===== config.mk =====
export PLATFORM = sky130hd
export DESIGN_NAME = seg7_scan_mux
export DESIGN_NICKNAME = d
export VERILOG_FILES = /design/src/rtl/seg7_pkg.sv /design/src/rtl/hex_to_seg7.sv /design/src/rtl/seg7_scan_mux.sv
export SDC_FILE = /design/constraint.sdc
export NUM_CORES = 1
export LEC_CHECK = 0
export ABC_AREA = 1
export BUFFER_PORTS_ARGS = -buffer_cell sky130_fd_sc_hd__buf_4
export CAP_MARGIN = 0
export CORE_UTILIZATION = 59
export CTS_CLUSTER_SIZE = 28
export DETAILED_ROUTE_END_ITERATION = 8
export HOLD_SLACK_MARGIN = 0.02
export MAX_ROUTING_LAYER = met4
export PLACE_DENSITY = 0.79
export SLEW_MARGIN = 20
export SYNTH_ARGS = -nofsm -noshare
export SYNTH_HDL_FRONTEND = slang
export SYNTH_SLANG_ARGS = --single-unit

===== constraint.sdc =====
create_clock -name clk -period 1.8 [get_ports clk]
set_input_delay 0.36 -clock clk [delete_from_list [all_inputs] [get_ports clk]]
set_output_delay 0.36 -clock clk [all_outputs]
set_load 0.02 [all_outputs]

===== src/rtl/seg7_pkg.sv =====
// Shared constants and types for the 4-digit 7-segment scan driver.
package seg7_pkg;

  // Active-low "everything off" patterns.
  localparam logic [7:0] SEG_DARK = 8'hFF;
  localparam logic [3:0] AN_OFF   = 4'hF;

  // Digit index: digit 0 is the rightmost digit.
  typedef logic [1:0] digit_idx_t;

  localparam digit_idx_t DIGIT_FIRST = 2'd0;
  localparam digit_idx_t DIGIT_LAST  = 2'd3;

  // Active-low glyphs, bit7 = dp (off), bits 6:0 = g..a; indexed by nibble.
  localparam logic [7:0] GLYPH_TABLE [16] = '{
    8'hC0, 8'hF9, 8'hA4, 8'hB0, 8'h99, 8'h92, 8'h82, 8'hF8,
    8'h80, 8'h90, 8'h88, 8'h83, 8'hC6, 8'hA1, 8'h86, 8'h8E
  };

endpackage


===== src/rtl/hex_to_seg7.sv =====
// Combinational hex nibble to active-low 7-segment glyph (segments g..a only).
module hex_to_seg7
  import seg7_pkg::*;
(
  input  logic [3:0] i_nibble,
  output logic [6:0] o_glyph
);

  // Table lookup; the dp bit is handled by the caller.
  always_comb begin
    o_glyph = GLYPH_TABLE[i_nibble][6:0];
  end

endmodule


===== src/rtl/seg7_scan_mux.sv =====
// Time-multiplexed driver for a 4-digit common-anode 7-segment display.
// A shadow/active register pair keeps each displayed frame consistent.
module seg7_scan_mux
  import seg7_pkg::*;
#(
  parameter int unsigned SLOT_CYCLES  = 100000,
  parameter int unsigned BLANK_CYCLES = 2
)(
  input  logic        clk,
  input  logic        rst_n,
  input  logic [15:0] value,
  input  logic        load,
  input  logic [3:0]  dp_en,
  input  logic        lz_blank,
  output logic [7:0]  seg,
  output logic [3:0]  an,
  output logic        frame
);

  localparam int unsigned CNT_W = $clog2(SLOT_CYCLES);
  localparam logic [CNT_W-1:0] CNT_LAST  = CNT_W'(SLOT_CYCLES - 1);
  localparam logic [CNT_W-1:0] CNT_BLANK = CNT_W'(BLANK_CYCLES);

  logic [CNT_W-1:0] r_cnt;
  digit_idx_t       r_idx;
  logic [15:0]      r_shadow_val;
  logic [3:0]       r_shadow_dp;
  logic [15:0]      r_active_val;
  logic [3:0]       r_active_dp;
  logic [7:0]       r_seg;
  logic [3:0]       r_an;
  logic             r_frame;

  logic             w_wrap;
  logic             w_frame_bnd;
  logic             w_dead;
  logic             w_lz_dark;
  logic [3:0]       w_nibble;
  logic [6:0]       w_glyph;
  logic [7:0]       w_seg_next;
  logic [3:0]       w_an_next;
  logic             w_frame_next;

  assign w_wrap       = (r_cnt == CNT_LAST);
  assign w_frame_bnd  = w_wrap && (r_idx == DIGIT_LAST);
  assign w_dead       = (r_cnt < CNT_BLANK);
  assign w_nibble     = r_active_val[{r_idx, 2'b00} +: 4];
  assign w_frame_next = (r_cnt == '0) && (r_idx == DIGIT_FIRST);

  hex_to_seg7 u_hex_to_seg7 (
    .i_nibble (w_nibble),
    .o_glyph  (w_glyph)
  );

  // Slot counter and digit index; the index steps on every counter wrap.
  always_ff @(posedge clk or negedge rst_n) begin
    if (!rst_n) begin
      r_cnt <= '0;
      r_idx <= DIGIT_FIRST;
    end else if (w_wrap) begin
      r_cnt <= '0;
      r_idx <= r_idx + 2'd1;
    end else begin
      r_cnt <= r_cnt + 1'b1;
    end
  end

  // Double buffer: load fills the shadow; active updates only at the frame
  // boundary, taking a same-cycle load directly rather than the stale shadow.
  always_ff @(posedge clk or negedge rst_n) begin
    if (!rst_n) begin
      r_shadow_val <= '0;
      r_shadow_dp  <= '0;
      r_active_val <= '0;
      r_active_dp  <= '0;
    end else begin
      if (load) begin
        r_shadow_val <= value;
        r_shadow_dp  <= dp_en;
      end
      if (w_frame_bnd) begin
        r_active_val <= load ? value : r_shadow_val;
        r_active_dp  <= load ? dp_en : r_shadow_dp;
      end
    end
  end

  // Leading-zero test: digit k is dark when nibbles k..3 are all zero.
  always_comb begin
    w_lz_dark = 1'b0;
    if (lz_blank) begin
      unique case (r_idx)
        2'd1:    w_lz_dark = (r_active_val[15:4]  == 12'h000);
        2'd2:    w_lz_dark = (r_active_val[15:8]  == 8'h00);
        2'd3:    w_lz_dark = (r_active_val[15:12] == 4'h0);
        default: w_lz_dark = 1'b0;
      endcase
    end
  end

  // Next pin values: dark during dead time or blanking, else one digit lit.
  always_comb begin
    w_an_next  = AN_OFF;
    w_seg_next = SEG_DARK;
    if (!w_dead && !w_lz_dark) begin
      w_an_next  = ~(4'b0001 << r_idx);
      w_seg_next = {~r_active_dp[r_idx], w_glyph};
    end
  end

  // Registered pin drivers, one clock behind the counter/index state.
  always_ff @(posedge clk or negedge rst_n) begin
    if (!rst_n) begin
      r_seg   <= SEG_DARK;
      r_an    <= AN_OFF;
      r_frame <= 1'b0;
    end else begin
      r_seg   <= w_seg_next;
      r_an    <= w_an_next;
      r_frame <= w_frame_next;
    end
  end

  assign seg   = r_seg;
  assign an    = r_an;
  assign frame = r_frame;

endmodule

# ---- Yosys cells after proc, flatten, opt, wreduce, memory -nomap -nowiden
# Memories as Yosys holds them, arrays and structs flattened.
# Index checks and enable logic that the tools add are counted.
dict set report word_totals {
  reg_bits 72
  n_memories 1
  input_bits 24
  out_inout_bits 13
  rom_bits 128
  word_cells 45
}
dict set report op_classes {
  reduce_logical 10
  order_cmp 3
  shifts 2
  add_sub_neg 2
  n_mux 11
  n_bitwise 3
  eq_ne 4
}
# memory words width read_ports rd_ports_with_merged_regs wr line_no
set mem_list {}
lappend mem_list {{(name not given)} 16 8 1 0 0 hex_to_seg7.sv:11} ;# o_glyph = GLYPH_TABLE[i_nibble][6:0];
# operator n
set ops {}
lappend ops {{$add A17 B1 Y17 const B} 1}
lappend ops {{$eq A17 B17 Y1 const B} 1}
lappend ops {{$logic_not A17 Y1} 1}
lappend ops {{$lt A17 B2 Y1 const B} 1}
lappend ops {{$mux W17} 1}
lappend ops {{$mux W16} 1}
lappend ops {{$shiftx A16 B5 Y4} 1}
lappend ops {{$mux W7} 2}
lappend ops {{$logic_not A12 Y1} 1}
lappend ops {{$logic_not A8 Y1} 1}
lappend ops {{$mux W4} 2}
lappend ops {{$mux W8} 1}
lappend ops {{$ge A5 B5 Y1 const B} 1}
lappend ops {{$not A4 Y5} 1}
lappend ops {{$eq A2 B2 Y1 const B} 2}
lappend ops {{$logic_not A4 Y1} 1}
lappend ops {{$not A4 Y4} 1}
lappend ops {{$shl A1 B2 Y4 const A} 1}
lappend ops {{$logic_and A1 B1 Y1} 3}
lappend ops {{$lt A2 B3 Y1 const B} 1}
lappend ops {{$pmux W1 S3} 1}
lappend ops {{$add A2 B1 Y2 const B} 1}
lappend ops {{$bmux W1 S2} 1}
lappend ops {{$eq A2 B1 Y1 const B} 1}
lappend ops {{4 further kinds} 6}

# ---- Longest topological paths before layout
# Gate-level depths: netlist of run 1.
dict set report logic_depth {
  depth_word 6
  mapped_depth 13
  mapped_depth_nobuf 12
}

# ---- Modules after synthesis
# A second synthesis of run 1 with hierarchy kept.
dict set report hier_totals {
  cells_unflattened 524
  area_unflattened_um2 3938.8
}
# module n_inst cells_per_inst seq_area_each_um2 area_each_um2
set by_module_without_submodules {}
lappend by_module_without_submodules {seg7_scan_mux 1 475 1816.7 3664.8}
lappend by_module_without_submodules {hex_to_seg7 1 49 0.0 274.0}

# ---- Worst setup path after synthesis of run 1
# Ideal clock, no wire load.
dict set report synth_timing {
  path_kind {register to register}
  start {register r_idx[0]}
  end {register r_seg[0], in the netlist seg[0]}
  path_buffers 1
  arrival_ps 1500
  setup_time_ps 82
  slack_ps 218
  stages_incl_launch_ff 13
  required_time_ps 1718
  period_less_slack_ps 1582
  cell_sequence {dfrtp_1 inv_1 buf_2 nand2_1 nand3_1 nand2_1 ha_1 inv_1 nand3_1 nand3_1 nand2_1 inv_1 nand2_1}
}
dict set report synth_via {
  elab_chain_cells 6
  word_cells_on_any_way 13
  cone_classes {3 x eq/ne; 1 x shift; 5 x mux; 1 x bitwise; 2 x reduce/logical; 1 x memory}
}
# item line_no
set synth_rtl {}
lappend synth_rtl {{start: declaration} seg7_scan_mux.sv:25} ;# digit_idx_t r_idx;
lappend synth_rtl {{start signal: assignment} seg7_scan_mux.sv:62} ;# r_idx <= r_idx + 2'd1;
lappend synth_rtl {{$shiftx A16 B5 Y4, or another cell as far along} seg7_scan_mux.sv:47} ;# assign w_nibble = r_active_val[{r_idx, 2'b00} +: 4];
lappend synth_rtl {{$not A4 Y5 (not written as such) or $pmux W1 S3 (tied branches)} {hex_to_seg7.sv:11, seg7_scan_mux.sv:92}}
lappend synth_rtl {{$mem_v2 Z16 W8 or $mux W1 (tied branches)} n/a}
lappend synth_rtl {{$mux W7 (not written as such) or $logic_not A1 Y1 (tied branches)} {hex_to_seg7.sv:11, seg7_scan_mux.sv:105}}
lappend synth_rtl {{$mux W7 (not written as such) or $logic_and A1 B1 Y1 (tied branches)} {hex_to_seg7.sv:11, seg7_scan_mux.sv:105}}
lappend synth_rtl {{$mux W8 *} seg7_scan_mux.sv:105} ;# if (!w_dead && !w_lz_dark) begin
lappend synth_rtl {{via w_seg_next[0]} seg7_scan_mux.sv:40} ;# logic [7:0] w_seg_next;
lappend synth_rtl {{end signal: assignment} seg7_scan_mux.sv:118} ;# r_seg <= w_seg_next;
lappend synth_rtl {{end: declaration} seg7_scan_mux.sv:30} ;# logic [7:0] r_seg;
# The timed path passes the listed nets; every way through them passes the cells marked *. The select of a mux whose other input is x is not followed.
# A chain may end at the register's enable or synchronous reset.

# ---- Worst setup path in the final report of run 1
dict set report layout_timing {
  start {register r_idx[0]}
  end {register r_seg[5], in the netlist seg[5]}
}
# The elaborated chain is that of the path after synthesis.

==> results of run 1 <==
[area by class of cell]
cell class	count	area (sq um)	share of cell area
Sequential cell	72	1820	0.407
Multi-Input combinational cell	277	1670	0.373
Timing Repair Buffer	46	385	0.0862
Inverter	80	305	0.0683
Clock buffer	11	141	0.0316
Tap cell	77	96.3	0.0216
Clock inverter	5	57.6	0.0129
[registers in the layout, summed over array words and instances (netlist names)]
| register | count |
|---|---|
| r_active_dp | 4 |
| r_shadow_dp | 4 |
| r_active_val | 16 |
| seg | 8 |
| r_shadow_val | 16 |
| r_cnt | 17 |
| frame | 1 |
| r_idx | 2 |
| an | 4 |
[kinds of logic after synthesis]
| logic type | share of synthesized area |
|---|---|
| AND/OR/NAND/NOR | 0.257 |
| buffers and inverters | 0.0968 |
| AO/OA/AOI/OAI | 0.0611 |
| adder cells (fa/ha/maj) | 0.0390 |
| XOR/XNOR | 0.0159 |
| multiplexers | 0.0585 |
| flip-flops | 0.472 |
[worst max-delay path: stages (launching register included)]
cell and delay (ps):
dfrtp_1 390, buf_4 180, nand2_1 70, nand3_1 90
nand2_2 150, inv_1 100, ha_1 220, nand3_1 140
nand2_1 70, a21oi_1 120, nand2_1 60
[path summary, 6_finish.rpt]
check,from,to,slack (ps),cells after the start
hold reg to reg,r_shadow_val[12]$_DFF_PN0_,r_shadow_val[12]$_DFF_PN0_,520,1
setup reg to reg,r_idx[0]$_DFFE_PN0N_,seg[5]$_DFF_PN1_,130,10
setup / recovery,r_idx[0]$_DFFE_PN0N_,seg[5]$_DFF_PN1_,130,10
min in group asynchronous,rst_n,r_active_val[4]$_DFFE_PN0P_,430,2
max in group asynchronous,rst_n,seg[7]$_DFF_PN1_,800,3
hold / removal,dp_en[2],r_shadow_dp[2]$_DFF_PN0_,270,2
[repair_timing]
item / in CTS / in global routing
endpoints found under the hold margin: 11 / 0
endpoints found under the setup margin: 0 / 9
gates resized for setup: 0 / 4
hold buffers: 1 / 0
[stage by stage]
stage | setup slack, ps | std cells | hold slack [ps]
after floorplan | 218 | 438 | 64.4
after global placement | 52.8 | 551 | 259
after detailed placement | 34.1 | 551 | 260
after CTS | 12.7 | 568 | 267
after global routing | 0.476 | 568 | 267
final | 129 | 568 | 275
[power by group through the flow]
stage          registers (W)  logic (W)  clock network, W
2_1_floorplan        0.00170  0.0000737                 0
3_3_place_gp         0.00170   0.000160                 0
3_5_place_dp         0.00170   0.000164                 0
4_1_cts              0.00167   0.000166           0.00130
5_1_grt              0.00168   0.000177           0.00138
6_report             0.00167   0.000160           0.00128
[layer usage]
metal  wire length [um]  track usage  vias up
met5                  0            -        -
met3                292       0.0457       15
li1                   -            -     1460
met1               3530        0.329     1329
met4                162        0.103        0
met2               3510        0.368       60
[placed cells by master (no fill, tap or decap), drive strengths merged]
master	netlist	routed
xor2	5	5
nor3b	1	1
dlygate4sd3	0	1
nor4b	1	1
buf	9	45
nand4	10	10
nor2	32	32
nand3	31	31
clkinv	0	4
dfstp	12	12
dfrtp	60	60
ha	12	12
bufinv	0	1
a21oi	7	7
nand3b	1	1
xnor2	2	2
mux2	20	20
inv	80	80
nor3	13	13
clkbuf	0	11
o21ai	25	25
nand2	117	117
==> flow_metrics.py, run 1 <==
metrics = {
    "drt": {
        "wl_per_cell_um": 13.2,
        "ant_nets": 0,
        "drt-total-wl_um": 7490,
        "vias": 2864,
        "viasPerCell": 5.04,
        "drtPass1Iterations": 6,
        "remaining_drc_errors": 0,
        "drt_first_iter_violations": 138,
    },
    "synth": {
        "synth-main-ff-cell": "dfrtp_1",
        "syn_inst": 438,
        "ys_types": 28,
        "synth_area_leader_cell": "dfrtp_1",
        "async_reset_ff_frac": 1.00,
        "syn_area_sq_um": 3850,
        "synth_top_area_frac": 0.390,
        "yosysWarnings": 0,
        "synth_edf_count": 0,
        "synth_commonest_cells": "nand2_1, dfrtp_1, inv_1",
        "synth_area_leaders": "dfrtp_1, nand2_1, dfstp_2, mux2_2, inv_1",
        "postSynthNetCount": 474,
        "synth-seq-area-share": 0.472,
        "yosysMostFrequentCell": "nand2_1",
        "synth-seq-cells": 72,
        "synth_area_per_cell_sq_um": 8.80,
    },
    "pwr": {
        "switching_share": 0.222,
        "combPwrFrac": 0.051,
        "power.leakage_nw": 2.42,
        "p_per_area_nw_per_um2": 696,
        "power_w": 0.00311,
        "power.internal_w": 0.00242,
        "ir_drop_uv": 643,
        "p_seq_frac": 0.538,
        "pwr-share-clk": 0.411,
        "p_switching_w": 0.000691,
    },
    "floorplan": {
        "coreArea_sq_um": 6310,
        "dieWidth_um": 82.8,
        "ios": 37,
        "fp.dieH_um": 82.8,
        "die_area_sq_um": 6860,
        "start_util": 0.610,
        "num_rows": 29,
    },
    "setup_path": {
        "start_kind": "register",
        "cp_max_fo": 12,
        "crit_required_ps": 2070,
        "crit_type": "register to register",
        "cp.arrival_ps": 1950,
        "endpoint_kind": "register",
    },
    "finish": {
        "fillCellCount": 493,
        "final_area_sq_um": 4470,
        "post-route-util": 0.708,
        "diodes": 0,
        "syn2layout_area_growth_pct": 16.0,
        "num-nets-final": 522,
        "drive_above_1_share": 0.350,
    },
    "global_route": {
        "grt_use_total": 0.245,
        "first_global_vias": 2857,
        "grt_max_degree": 36,
        "grt-ovfl-total": 0,
        "grt_antenna_before_repair": 0,
        "grt_pass1_wl_um": 13000,
    },
    "sta": {
        "fin_skew_ps": 10.5,
        "fin_crit_sh": 0.929,
        "max_freq_ghz": 0.598,
        "slew_headroom": 0.731,
        "period_minus_slack_ps": 1670,
        "finalMaxSlewViolations": 0,
        "rsz0062_at_grt": "false",
        "tightest_slew_ps": 400,
        "setup_violations": 0,
        "setup_tns_ps": 0,
        "hold_viol_final": 0,
    },
    "cts": {
        "cts_buffers": 9,
        "h-tree-depth": 3,
        "cts_setup_buffers": 0,
        "cts_tree": "done",
        "ctsLongestPathBuffers": 2,
        "clk_latency_ps": 350,
        "cts_sinks": 72,
        "clockRootBuffer": "clkbuf_8",
        "clk_pin_slew_ps": 80,
    },
    "placed_design": {
        "placed_area_sq_um": 4250,
        "gp_congestion": 0.918,
        "hpwl_um": 5680,
        "io_buffers": 36,
    },
    "job": {
        "max-cap-violations": 0,
    },
    "status": {
        "status": "completed",
    },
    "hold_path": {
        "hold_class": "input port to register",
    },
}
No activity file was read; power rests on OpenSTA's default activity.
==> run 2: changes to the inputs <==
--- a/config.mk
+++ b/config.mk
@@ -8,9 +8,11 @@
 export ABC_AREA = 1
 export BUFFER_PORTS_ARGS = -buffer_cell sky130_fd_sc_hd__buf_4
 export CAP_MARGIN = 0
+export CORE_MARGIN = 3
 export CORE_UTILIZATION = 59
 export CTS_CLUSTER_SIZE = 28
 export DETAILED_ROUTE_END_ITERATION = 8
+export GPL_TIMING_DRIVEN = 0
 export HOLD_SLACK_MARGIN = 0.02
 export MAX_ROUTING_LAYER = met4
 export PLACE_DENSITY = 0.79
==> flow_metrics.py, run 2 (synthesis gave the netlist of run 1 again) <==
metrics = {
    "status": {
        "status": "completed",
    },
    "placed_design": {
        "hpwl_um": 5640,
        "io_buffers": 35,
        "placed_area_sq_um": 4210,
        "gp_congestion": 0.880,
    },
    "sta": {
        "hold_viol_final": 0,
        "slew_headroom": 0.415,
        "rsz0062_at_grt": "true",
        "finalMaxSlewViolations": 0,
        "tightest_slew_ps": 878,
        "setup_tns_ps": 0,
        "holdWs_ps": 130,
        "period_minus_slack_ps": 1720,
        "fin_crit_sh": 0.954,
        "setup_violations": 0,
        "max_freq_ghz": 0.582,
        "fin_skew_ps": 14.2,
    },
    "cts": {
        "cts_buffers": 9,
        "clk_latency_ps": 350,
        "cts_sinks": 72,
        "h-tree-depth": 3,
        "clockRootBuffer": "clkbuf_8",
        "ctsLongestPathBuffers": 2,
        "clk_pin_slew_ps": 80,
        "cts_tree": "done",
    },
    "setup_path": {
        "cp_common_cell": "nand2_1",
        "r2r-end": "seg[0]$_DFF_PN1_",
        "crit_chain": "clkbuf_4 > nand2_1 > nand3_1 > nand2_2 > buf_4 > ha_1 > nand3_1 > nand2_1 > nand2_1 > nand2_1 > inv_1 > nand2_1",
        "max_stage_delay_ps": 410,
        "critical_path_buf_inv_count": 3,
        "cpMaxStageDelayCell": "dfrtp_1",
        "r2r_slack_ps": 80,
        "cp.arrival_ps": 1980,
        "crit_type": "register to register",
        "critPathTopFamily": "simple AND/OR/NAND/NOR gates",
        "timing.rr.start": "r_idx[0]$_DFFE_PN0N_",
        "crit_required_ps": 2070,
        "cp_max_fo": 10,
        "start_kind": "register",
        "r2r_cells": 12,
        "endpoint_kind": "register",
    },
    "global_route": {
        "grt_max_degree": 73,
        "grt_use_total": 0.233,
        "grt_antenna_before_repair": 0,
        "first_global_vias": 2821,
        "grt_pass1_wl_um": 13300,
        "grt-ovfl-total": 0,
    },
    "finish": {
        "diodes": 0,
        "largest_reg_flops": 17,
        "final_area_sq_um": 4480,
        "multi_input_area_sq_um": 1680,
        "seq_area_sq_um": 1820,
        "post-route-util": 0.730,
        "num-nets-final": 522,
        "reg_top3": "r_cnt: 17 flops, r_active_val: 16 flops, r_shadow_val: 16 flops",
        "top_register": "r_cnt",
        "fillCellCount": 482,
        "final_cell_mix": "nand2_1, dfrtp_1, inv_1, buf_4",
        "final_common_cell": "nand2_1",
        "drive_above_1_share": 0.367,
        "syn2layout_area_growth_pct": 16.2,
    },
    "floorplan": {
        "die_area_sq_um": 7540,
        "fp.dieH_um": 86.8,
        "start_util": 0.628,
        "coreArea_sq_um": 6130,
        "num_rows": 28,
        "dieWidth_um": 86.8,
        "ios": 37,
    },
    "drt": {
        "vias": 2864,
        "remaining_drc_errors": 0,
        "drt_first_iter_violations": 103,
        "ant_nets": 0,
        "drt-total-wl_um": 7840,
        "wl_per_cell_um": 13.9,
        "viasPerCell": 5.06,
        "drtPass1Iterations": 4,
    },
    "pwr": {
        "power_w": 0.00327,
        "power.leakage_nw": 2.41,
        "ir_drop_uv": 524,
        "p_per_area_nw_per_um2": 730,
    },
    "hold_path": {
        "hold_class": "input port to async pin",
    },
    "job": {
        "max-cap-violations": 0,
    },
}
[run 2: metrics by stage]
step,instances,setup slack (ps)
after floorplan,438,218
after global placement,548,-58.8
after detailed placement,548,-54.8
after CTS,564,16.8
after global routing,566,-21.1
final,566,82.0
[run 2: final cells by class]
class                           count  area share
Clock buffer                       10      0.0285
Buffer                              9      0.0182
Multi-Input combinational cell    277       0.376
Clock inverter                      6      0.0207
Timing Repair Buffer               37      0.0620
Tap cell                           75      0.0210
Inverter                           80      0.0676
Sequential cell                    72       0.406
[run 2: how the worst max path moves through the flow]
stage               slack (ps)  cells after the start                to            startpoint
floorplan                  220                     12  seg[0]$_DFF_PN1_  r_idx[0]$_DFFE_PN0N_
global placement           -60                      9   an[0]$_DFF_PN1_  r_idx[0]$_DFFE_PN0N_
detailed placement         -50                      9  seg[3]$_DFF_PN1_  r_idx[0]$_DFFE_PN0N_
CTS                         20                      9   an[2]$_DFF_PN1_  r_idx[0]$_DFFE_PN0N_
global route               -20                     11  seg[3]$_DFF_PN1_  r_idx[0]$_DFFE_PN0N_
finish                      80                     12  seg[0]$_DFF_PN1_  r_idx[0]$_DFFE_PN0N_
[run 2: where the power goes]
| group | switching (W) | internal [W] | total (W) |
|---|---|---|---|
| registers | 0.0000113 | 0.00166 | 0.00167 |
| logic | 0.0000785 | 0.0000723 | 0.000151 |
| clock network | 0.000657 | 0.000789 | 0.00145 |
[run 2: what timing repair did]
item / CTS / global route
setup endpoints to repair: 11 / 27
cloned: 0 / 0
resized for setup: 3 / 11
pin swaps: 1 / 1
setup buffers: 0 / 2
hold buffers: 0 / 0
[run 2: layer usage]
layer  global-route usage  up-vias  routed length, um
met2                0.348       77               3670
met3               0.0466        6                437
li1                     -     1463                  -
met5                    -        -                  0
met1                0.325     1318               3670
met4               0.0666        0                 64
